<file path="src/rtl/pir_display_driver.sv">
// Snapshots the PIR status word, converts the peak level to BCD with a serial
// shift-add-3 engine, and scans a 5-digit multiplexed 7-segment display.
module pir_display_driver #(
    parameter int unsigned REFRESH_DIV = 1000,
    parameter bit          BLANK_ZEROS = 1'b1
) (
    input  logic        clk,
    input  logic        rst,
    input  logic [20:0] display_data,
    output logic [6:0]  seg,
    output logic [4:0]  an,
    output logic        busy
);

    localparam int unsigned REF_W   = 16;
    localparam int unsigned SHIFT_W = 20;
    localparam int unsigned DIGITS  = 5;
    localparam logic [REF_W-1:0] REF_MAX = REF_W'(REFRESH_DIV - 1);

    typedef enum logic [1:0] {
        S_IDLE,
        S_SHIFT,
        S_DONE
    } state_t;

    state_t              r_state;
    logic [15:0]         r_snap;
    logic [SHIFT_W-1:0]  r_shift;
    logic [2:0]          r_bits;
    logic [REF_W-1:0]    r_refresh;
    logic [2:0]          r_idx;
    logic [3:0]          r_disp_cnt;
    logic [3:0]          r_disp_id;
    logic [3:0]          r_disp_h;
    logic [3:0]          r_disp_t;
    logic [3:0]          r_disp_u;
    logic [6:0]          r_seg;
    logic [DIGITS-1:0]   r_an;
    logic                r_busy;

    logic [3:0]          w_nib;
    logic                w_blank;
    logic [6:0]          w_seg;
    logic                w_unused;

    assign w_unused = ^display_data[20:16];

    function automatic logic [6:0] glyph(input logic [3:0] d);
        logic [6:0] g;
        case (d)
            4'd0:    g = 7'h3F;
            4'd1:    g = 7'h06;
            4'd2:    g = 7'h5B;
            4'd3:    g = 7'h4F;
            4'd4:    g = 7'h66;
            4'd5:    g = 7'h6D;
            4'd6:    g = 7'h7D;
            4'd7:    g = 7'h07;
            4'd8:    g = 7'h7F;
            4'd9:    g = 7'h6F;
            default: g = 7'h79;
        endcase
        return g;
    endfunction

    // One double-dabble iteration: correct each BCD nibble, then shift left.
    function automatic logic [SHIFT_W-1:0] bcd_step(input logic [SHIFT_W-1:0] s);
        logic [SHIFT_W-1:0] t;
        t = s;
        for (int k = 0; k < 3; k++) begin
            if (t[8 + 4*k +: 4] >= 4'd5) begin
                t[8 + 4*k +: 4] = t[8 + 4*k +: 4] + 4'd3;
            end
        end
        return {t[SHIFT_W-2:0], 1'b0};
    endfunction

    // Digit select with leading-zero blanking on the peak hundreds/tens.
    always_comb begin
        w_nib   = 4'd0;
        w_blank = 1'b0;
        case (r_idx)
            3'd0: w_nib = r_disp_cnt;
            3'd1: w_nib = r_disp_id;
            3'd2: w_nib = r_disp_u;
            3'd3: begin
                w_nib   = r_disp_t;
                w_blank = BLANK_ZEROS && (r_disp_h == 4'd0) && (r_disp_t == 4'd0);
            end
            3'd4: begin
                w_nib   = r_disp_h;
                w_blank = BLANK_ZEROS && (r_disp_h == 4'd0);
            end
            default: w_blank = 1'b1;
        endcase
        w_seg = w_blank ? 7'h00 : glyph(w_nib);
    end

    always_ff @(posedge clk) begin
        if (rst) begin
            r_state    <= S_IDLE;
            r_snap     <= 16'd0;
            r_shift    <= '0;
            r_bits     <= 3'd0;
            r_refresh  <= '0;
            r_idx      <= 3'd0;
            r_disp_cnt <= 4'd0;
            r_disp_id  <= 4'd0;
            r_disp_h   <= 4'd0;
            r_disp_t   <= 4'd0;
            r_disp_u   <= 4'd0;
            r_seg      <= 7'h00;
            r_an       <= '0;
            r_busy     <= 1'b0;
        end else begin
            if (r_refresh == REF_MAX) begin
                r_refresh <= '0;
                r_idx     <= (r_idx == 3'd4) ? 3'd0 : r_idx + 3'd1;
            end else begin
                r_refresh <= r_refresh + REF_W'(1);
            end
            r_an  <= DIGITS'(1) << r_idx;
            r_seg <= w_seg;

            case (r_state)
                S_IDLE: begin
                    if (display_data[15:0] != r_snap) begin
                        r_snap  <= display_data[15:0];
                        r_shift <= {12'd0, display_data[11:4]};
                        r_bits  <= 3'd0;
                        r_busy  <= 1'b1;
                        r_state <= S_SHIFT;
                    end
                end
                S_SHIFT: begin
                    r_shift <= bcd_step(r_shift);
                    r_bits  <= r_bits + 3'd1;
                    if (r_bits == 3'd7) begin
                        r_state <= S_DONE;
                    end
                end
                S_DONE: begin
                    r_disp_h   <= r_shift[19:16];
                    r_disp_t   <= r_shift[15:12];
                    r_disp_u   <= r_shift[11:8];
                    r_disp_cnt <= r_snap[3:0];
                    r_disp_id  <= r_snap[15:12];
                    r_busy     <= 1'b0;
                    r_state    <= S_IDLE;
                end
                default: r_state <= S_IDLE;
            endcase
        end
    end

    assign seg  = r_seg;
    assign an   = r_an;
    assign busy = r_busy;

endmodule
</file>
<file path="config.mk">
export PLATFORM = sky130hd
export DESIGN_NAME = pir_display_driver
export DESIGN_NICKNAME = d
export VERILOG_FILES = /design/src/rtl/pir_display_driver.sv
export SDC_FILE = /design/constraint.sdc
export NUM_CORES = 1
export LEC_CHECK = 0
export CORE_UTILIZATION = 35
export DETAILED_ROUTE_END_ITERATION = 10
export MAX_ROUTING_LAYER = met4
export PLACE_DENSITY = 0.65
export RECOVER_POWER = 50
export SYNTH_ARGS = -nofsm -noshare
export SYNTH_HDL_FRONTEND = slang
export SYNTH_SLANG_ARGS = --single-unit
export TNS_END_PERCENT = 20
</file>
<file path="constraint.sdc">
create_clock -name clk -period 2.4 [get_ports clk]
set_input_delay 0.48 -clock clk [delete_from_list [all_inputs] [get_ports clk]]
set_output_delay 0.48 -clock clk [all_outputs]
set_load 0.03 [all_outputs]
</file>
Yosys cells after proc, flatten, opt, wreduce, memory -nomap -nowiden
Memories as Yosys holds them, arrays and structs flattened. A register that Yosys moved wholly into a read port is not among the register bits. Cells that the tools add are included.

Output and inout port bits: 13. RAM bits: 0. Bits in registers: 86. Bits in latches: 0. Logic and storage cells: 64. Memories: 1. ROM bits: 112. Bits of input ports: 23.

Memory list: (no name shown) (words 16, bits a word 7, read ports 1, clocked after memory_dff 1, write ports 0, RTL line 50) `case (d)`.

$lt $le $gt $ge: 3. Div/mod/pow operators: 0. Add/sub/neg operators: 6. $mul: 0. Bitwise logic cells: 0. Equality and inequality tests: 11. Shifts and indexed selects: 1. Reductions and logical operators: 14. Muxes and demuxes: 15.

Operators with widths (number): 20-bit one-hot mux with 2 select lines (1); 20-bit 2-to-1 mux (1); 4-bit one-hot mux with 5 select lines (1); 16-bit by 1-bit adder with 16-bit output, second input constant (1); 16-bit by 10-bit == test with 1-bit output, second input constant (1); 16-bit != test (1); 4-bit by 3-bit >= comparator with 1-bit output, second input constant (3); 3-bit 2-to-1 mux (3); 4-bit by 2-bit adder with 4-bit output, second input constant (2); 4-bit zero test (2); 4-bit 2-to-1 mux (2); 2-bit AND reduction (4); 3-bit by 1-bit adder with 3-bit output, second input constant (2); 3-bit by 2-bit == test with 1-bit output, second input constant (2); 3-bit == test, second input constant (2); 3-bit one-hot mux with 2 select lines (1); 1-bit by 3-bit << shifter with 5-bit output, first input constant (1); 2-bit 2-to-1 mux (2); 2-bit != test, second input constant (2); 2-bit one-hot mux with 2 select lines (1); 2-bit nonzero test (2); 2-bit OR reduction (2); 3-bit by 2-bit adder with 3-bit output, second input constant (1); 3-bit by 1-bit == test with 1-bit output, second input constant (1); other kinds (9) (9).

Logic depth before layout (Yosys ltp)
Gate-level depths: netlist of run 1.

Depth in word-level cells: 4. Mapped depth: 11. Mapped depth without buffers: 10.

Worst setup path before layout of run 1
No wires, ideal clock.

Path kind: register -> register. Start: register r_idx[0]. End: register r_seg[5] (netlist: seg[5]). Required time: 2.326 ns. Slack: 0.175 ns. Arrival: 2.151 ns. Library setup time: 0.074 ns. Path buffers: 1. Cell stages (with the launch flop): 12. Period minus slack after synthesis: 2.225 ns. Cells stage by stage: dfxtp_1 inv_1 ha_1 buf_2 a222oi_1 o21ai_0 a21oi_1 or2_2 inv_1 ha_1 or2_2 a31oi_1.

Longest elaborated chain between the ends: 4. Elaborated cells on any way between the ends: 9. Those cells by class: 4 x eq/ne; 2 x mux; 3 x reduce/logical.

RTL lines: from (decl) (RTL line 31) `logic [2:0] r_idx;`; from (signal assigned) (RTL line 118) `r_idx <= (r_idx == 3'd4) ? 3'd0 : r_idx + 3'd1;`; 3-bit by 2-bit == test with 1-bit output (tied with other cells) (RTL line 82) `case (r_idx)`; 3-bit OR reduction (no line); 1-bit one-hot mux with 3 select lines (RTL line 82); 2-bit OR reduction (no line); to (decl) (RTL line 37) `logic [6:0] r_seg;`.

Several ways; a longest one is shown, not always the timed one. A chain may end at the register's enable or synchronous reset.

Final worst setup path of run 1
Same ends and word-level chain as after synthesis.

==> results of run 1 <==
==> cell type report <==
class	count	share of cell area (%)
timing repair buffer	48	8.14
multi-input combinational	371	43.9
clock buffer	9	4.37
tap	147	3.57
clock inverter	7	2.84
sequential	93	36.2
inverter	14	1.02
==> cells in the final DEF, fill, tap and decap left out, types with 4 or more instances in the layout <==
cell | synthesis | layout
buf_4 | 1 | 15
nand3_1 | 36 | 36
and3_1 | 4 | 4
nand2b_1 | 8 | 8
o21ai_1 | 7 | 8
o21ai_0 | 15 | 14
clkbuf_16 | 0 | 9
nand4_1 | 4 | 4
xor2_1 | 24 | 24
a21oi_1 | 59 | 59
a21o_1 | 4 | 4
nor2_1 | 31 | 31
a31oi_1 | 11 | 11
xnor2_1 | 11 | 11
clkdlybuf4s50_1 | 0 | 16
inv_1 | 14 | 14
a222oi_1 | 4 | 4
dlygate4sd3_1 | 0 | 13
ha_1 | 20 | 18
nand2_1 | 70 | 70
o211ai_1 | 27 | 27
bufinv_16 | 0 | 4
nor4_1 | 5 | 5
dfxtp_1 | 93 | 92
==> cells in the mapped netlist <==
cell / n / area [um^2]
nor3b_1: 1 / 7.51
inv_1: 14 / 52.6
a211oi_1: 1 / 7.51
nand4_1: 4 / 25.0
a22oi_1: 1 / 7.51
buf_2: 3 / 15.0
nand2b_1: 8 / 50.1
a21o_1: 4 / 30.0
a222oi_1: 4 / 40.0
and4_1: 3 / 26.3
o21ai_0: 15 / 75.1
buf_6: 1 / 11.3
o21bai_1: 1 / 7.51
dfxtp_1: 93 / 1860
nor3_1: 3 / 15.0
o211ai_1: 27 / 203
nor2_1: 31 / 116
o21a_1: 1 / 7.51
nand3_1: 36 / 180
nand3b_1: 2 / 15.0
buf_1: 1 / 3.75
or3b_2: 1 / 8.76
a32o_1: 1 / 10.0
a21oi_1: 59 / 295
nor2b_1: 2 / 12.5
xor2_1: 24 / 210
or2_2: 4 / 25.0
nor4_2: 3 / 37.5
ha_1: 20 / 250
mux2_2: 3 / 33.8
nand2_1: 70 / 263
mux2i_1: 2 / 20.0
and3_1: 4 / 25.0
buf_4: 1 / 7.51
clkbuf_1: 25 / 93.8
nor4_1: 5 / 31.3
xnor2_1: 11 / 96.3
o21ai_1: 7 / 35.0
a31oi_1: 11 / 68.8
and2_1: 1 / 6.26
a211o_1: 1 / 8.76
==> flip-flops by register name, summed over array words and instances (netlist names) <==
name / flops
r_disp_cnt: 4
r_bits: 3
r_disp_id: 4
busy: 1
r_disp_u: 4
r_snap: 16
seg: 7
r_state: 2
r_idx: 3
r_shift: 20
r_disp_h: 4
r_refresh: 16
an: 5
r_disp_t: 4
==> power by group <==
| part | internal [mW] | switching (mW) |
|---|---|---|
| Combinational | 0.0926 | 0.142 |
| Clock | 1.13 | 0.611 |
| Sequential | 1.59 | 0.0294 |
==> per-stage QoR <==
stage	instances	setup TNS (ns)	power [mW]
finish	689	0	3.59
global route	689	-0.0129	3.74
CTS	689	0	3.64
detailed placement	673	0	1.89
global placement	673	0	1.89
floorplan	509	0	1.80
==> worst max-delay path, cell delays in order, from the launching register on <==
cell	delay [ns]
dfxtp_1	0.35
inv_1	0.10
ha_2	0.23
a222oi_1	0.34
o21ai_1	0.09
a21oi_1	0.19
or2_4	0.18
inv_1	0.07
ha_1	0.19
or2_2	0.29
a31oi_1	0.15
==> how the worst min path moves through the flow <==
| stage | startpoint | end | slack (ns) |
|---|---|---|---|
| 3_5_place_dp | r_refresh[0] | r_refresh[0] | 0.44 |
| 3_3_place_gp | r_refresh[0] | r_refresh[0] | 0.43 |
| 5_1_grt | rst | r_idx[2] | 0.43 |
| 6_report | rst | r_idx[0] | 0.43 |
| 2_1_floorplan | r_refresh[0] | r_refresh[0] | 0.42 |
| 4_1_cts | rst | r_idx[0] | 0.42 |
==> cell families after synthesis <==
logic type	count (synthesis)	share of synthesized area (%)
multiplexers	5	1.25
AND/OR/NAND/NOR	178	19.7
flip-flops	93	43.3
AO/OA/AOI/OAI	133	18.5
XOR/XNOR	35	7.13
adder cells (fa/ha/maj)	20	5.82
buffers and inverters	45	4.28
==> routing by layer <==
| layer | share of wire [%] | global-route usage [%] | vias to the layer above | routed length (um) |
|---|---|---|---|---|
| met4 | 1.1 | 5.07 | 0 | 100 |
| met2 | 48 | 26.0 | 65 | 4390 |
| li1 | - | - | 1839 | - |
| met5 | 0 | - | - | 0 |
| met3 | 4.2 | 5.57 | 11 | 387 |
| met1 | 47 | 18.2 | 1685 | 4310 |
==> timing repair <==
item,CTS,global route
setup endpoints to repair,0,4
gates resized for setup,0,6
hold buffers,0,0
==> flow_summary.ini, run 1 <==
[layout]
seq_area_um2 = 1860
area_growth_pct = 19.8
drive_above_1_share_pct = 8.49
n_fill_cell = 1202
multiInputGateArea_um2 = 2260
fin_nets = 580
fin_util_pct = 42.9
fin_area_um2 = 5150
diodes = 0

[worst_setup_path]
startpoint = r_idx[0]
r2r-end = seg[5]
r2r_setup_slack_ns = 0.17
worstSetupPathType = flop to flop
cp.required_ns = 2.68
critPathMaxFanout = 5
timing.rr.start = r_idx[0]
worst-endpoint-arrival_ns = 2.51
r2r_cells = 10
critPathCapture = seg[5]
start_kind = flop
crit_path_end_kind = flop

[floorplanning]
start_util_pct = 35.8
dieArea_um2 = 12700
ios = 36
chipHeight_um = 113
row_count = 40
fp.dieW_um = 113
coreArea_um2 = 12000

[power]
p_per_area_nw_per_um2 = 698
p_leak_nw = 1.95
ir_worst_vdd_v = 0.000402

[drt]
drt-total-wl_um = 9190
dr.pass1.iters = 5
drcViolationCount = 0
final_antenna_net_count = 0
wl_per_cell_um = 13.3
vias = 3600
drtIter0Drc = 225
via_per_inst = 5.22

[global_routing]
grt.overflow.total = 0
grt_max_degree = 40
grt_pass1_vias = 3461
track_usage_pct = 15.9
grt_pass1_wl_um = 15600
antenna_found_initial = 0

[placement]
io_buffers = 30
post-place-ws_ns = 0.00997
placed_area_um2 = 4780
place_hpwl_um = 6280
place.gp.congestion = 0.826

[clocking]
clockRootBuffer = clkbuf_16
worstSkewPairLatency_ns = 0.35
post-cts-setup-buffers = 0
cts_buffers = 9
cts_buffer_depth = 2
htree_levels = 3
clk_pin_slew_worst_paths_ns = 0.06
cts_sinks = 93
tritoncts = done

[yosys]
synth_area_per_cell_um2 = 8.44
syn_area_um2 = 4300
synth-seq-cells = 93
synth.distinct_cells = 41
ys_warn_count = 0
synth.net_count = 552
synth_cells = 509
seq_area_frac_synth_pct = 43.3

[min_path]
worstHoldPathType = input port to flop
whs_path_depth = 2

[timing]
holdWs_ns = 0.427
hold_viol = 0
max-slew-margin-rel_pct = 49.4
worst-slew-pin-transition_ns = 0.759
skew_ns = 0.00442
setup_viol = 0
fin_ws_ns = 0.168
slew_viol_final = 0
finalCritPeriodShare_pct = 93.0
fin_crit_ns = 2.23
max_freq_mhz = 448

[status]
status = completed

[flow_run]
maxCapViolCount = 0
No activity file was read; power rests on OpenSTA's default activity.
==> inputs of run 2 (changes only) <==
- PLACE_DENSITY: 0.65 -> unset
==> flow_summary.ini, run 2 (synthesized netlist as in run 1, its figures left out) <==
[min_path]
worstHoldPathType = flop to flop
min_to = r_refresh[0]
whs_path_depth = 1
hp-start = r_refresh[0]

[timing]
max-slew-margin-rel_pct = 31.2
worst-slew-pin-transition_ns = 1.03
skew_ns = 0.00422
hold_viol = 0
rsz0062_at_grt = no
max_freq_mhz = 453
fin_crit_ns = 2.21
slew_viol_final = 0
finalCritPeriodShare_pct = 92.1
setup_viol = 0
setup-tns-final_ns = 0

[clocking]
cts_buffers = 9
tritoncts = done
ctsHoldBuffers = 0
worstSkewPairLatency_ns = 0.34
post-cts-setup-buffers = 0
htree_levels = 3
clockRootBuffer = clkbuf_16
cts_buffer_depth = 2
cts_sinks = 93
clk_pin_slew_worst_paths_ns = 0.06

[layout]
fin_nets = 585
drive_above_1_share_pct = 9.14
layout_common_cells = dfxtp_1, nand2_1, a21oi_1
area_growth_pct = 19.0
top_regs = r_shift: 20 flops, r_refresh: 16 flops, r_snap: 16 flops
layout_commonest_cell = dfxtp_1
largest_register_ffs = 20
max_flop_register = r_shift
instances_no_fill = 694
diodes = 0

[worst_setup_path]
timing.rr.start = r_idx[0]
worst-endpoint-arrival_ns = 2.48
path_cells = inv_1 > ha_1 > a222oi_1 > o21ai_1 > a21oi_2 > or2_2 > inv_1 > ha_1 > or2_2 > a31oi_1
crit_path_end_kind = flop
cpPeakStageDelay_ns = 0.38
path_delay_family = compound AO/OA/AOI/OAI gates
cp_num_buf_inv = 2
r2r_setup_slack_ns = 0.19
r2r_cells = 10
r2r-end = seg[5]
start_kind = flop
cpMaxStageDelayCell = a222oi_1
cp.required_ns = 2.67
critPathMaxFanout = 4
worstSetupPathType = flop to flop

[floorplanning]
start_util_pct = 35.8
ios = 36
coreArea_um2 = 12000
row_count = 40
dieArea_um2 = 12700
chipHeight_um = 113
fp.dieW_um = 113

[drt]
drcViolationCount = 0
drtIter0Drc = 179
final_antenna_net_count = 0
vias = 3644
via_per_inst = 5.25
drt-total-wl_um = 9460
wl_per_cell_um = 13.6
dr.pass1.iters = 5

[power]
ir_worst_vdd_v = 0.000316
p_per_area_nw_per_um2 = 640
p_leak_nw = 1.94

[placement]
place_hpwl_um = 6380
place.gp.congestion = 0.827
place_inst = 678
io_buffers = 30

[global_routing]
grt.overflow.total = 0
grt_pass1_wl_um = 16000
track_usage_pct = 16.0
grt_pass1_vias = 3485
grt_max_degree = 40
antenna_found_initial = 0

[status]
status = completed

[flow_run]
maxCapViolCount = 0
==> run 2: layout make-up <==
cell class,count,area (um^2)
Clock buffer,11,233
Clock inverter,5,60.1
Fill cell,1220,6900
Inverter,14,52.6
Multi-Input combinational cell,371,2250
Sequential cell,93,1860
Tap cell,147,184
Timing Repair Buffer,53,464
==> run 2: where the power goes <==
group / switching [mW] / internal (mW) / total, mW / leakage (nW)
combinational: 0.144 / 0.0943 / 0.238 / 1.04
clock: 0.606 / 0.812 / 1.42 / 0.140
sequential: 0.0292 / 1.59 / 1.62 / 0.759
==> run 2: through the flow <==
stage | hold slack (ns) | setup WS [ns] | area (um^2) | power (mW) | utilization (%)
5_1_grt | 0.472 | 0.0528 | 5110 | 3.40 | 42.6
6_report | 0.445 | 0.190 | 5110 | 3.27 | 42.6
4_1_cts | 0.448 | 0.101 | 5110 | 3.32 | 42.5
3_5_place_dp | 0.434 | 0.0145 | 4820 | 1.89 | 40.1
3_3_place_gp | 0.430 | 0.0771 | 4820 | 1.89 | 40.1
2_1_floorplan | 0.418 | 0.175 | 4300 | 1.80 | -
==> run 2: worst max-delay path by stage <==
stage,slack [ns],cells after the start,endpoint,startpoint
after floorplan,0.17,11,seg[5],r_idx[0]
after global placement,0.08,7,r_shift[2],display_data[12]
after detailed placement,0.01,7,r_shift[1],display_data[12]
after CTS,0.10,10,seg[5],r_idx[1]
after global routing,0.05,10,seg[5],r_idx[1]
final,0.19,10,seg[5],r_idx[0]
==> run 2: worst register-to-register path, delay by kind of cell (launching register included) <==
kind,cells,cell delay (ns)
AND/OR/NAND/NOR,2,0.45
AO/OA/AOI/OAI,4,0.81
buffers and inverters,2,0.15
adder cells (fa/ha/maj),2,0.39
flip-flops,1,0.33
==> run 2: repair_timing <==
item,CTS,global route
endpoints found under the setup margin,0,5
resized for setup,0,3
endpoints found under the hold margin,0,0
==> run 2: per-layer routing <==
layer / up-vias / track usage, % / share of wire [%]
li1: 1856 / - / -
met1: 1717 / 19.2 / 48
met2: 63 / 25.8 / 47
met3: 8 / 3.75 / 3.1
met4: 0 / 7.02 / 1.4
met5: - / - / 0
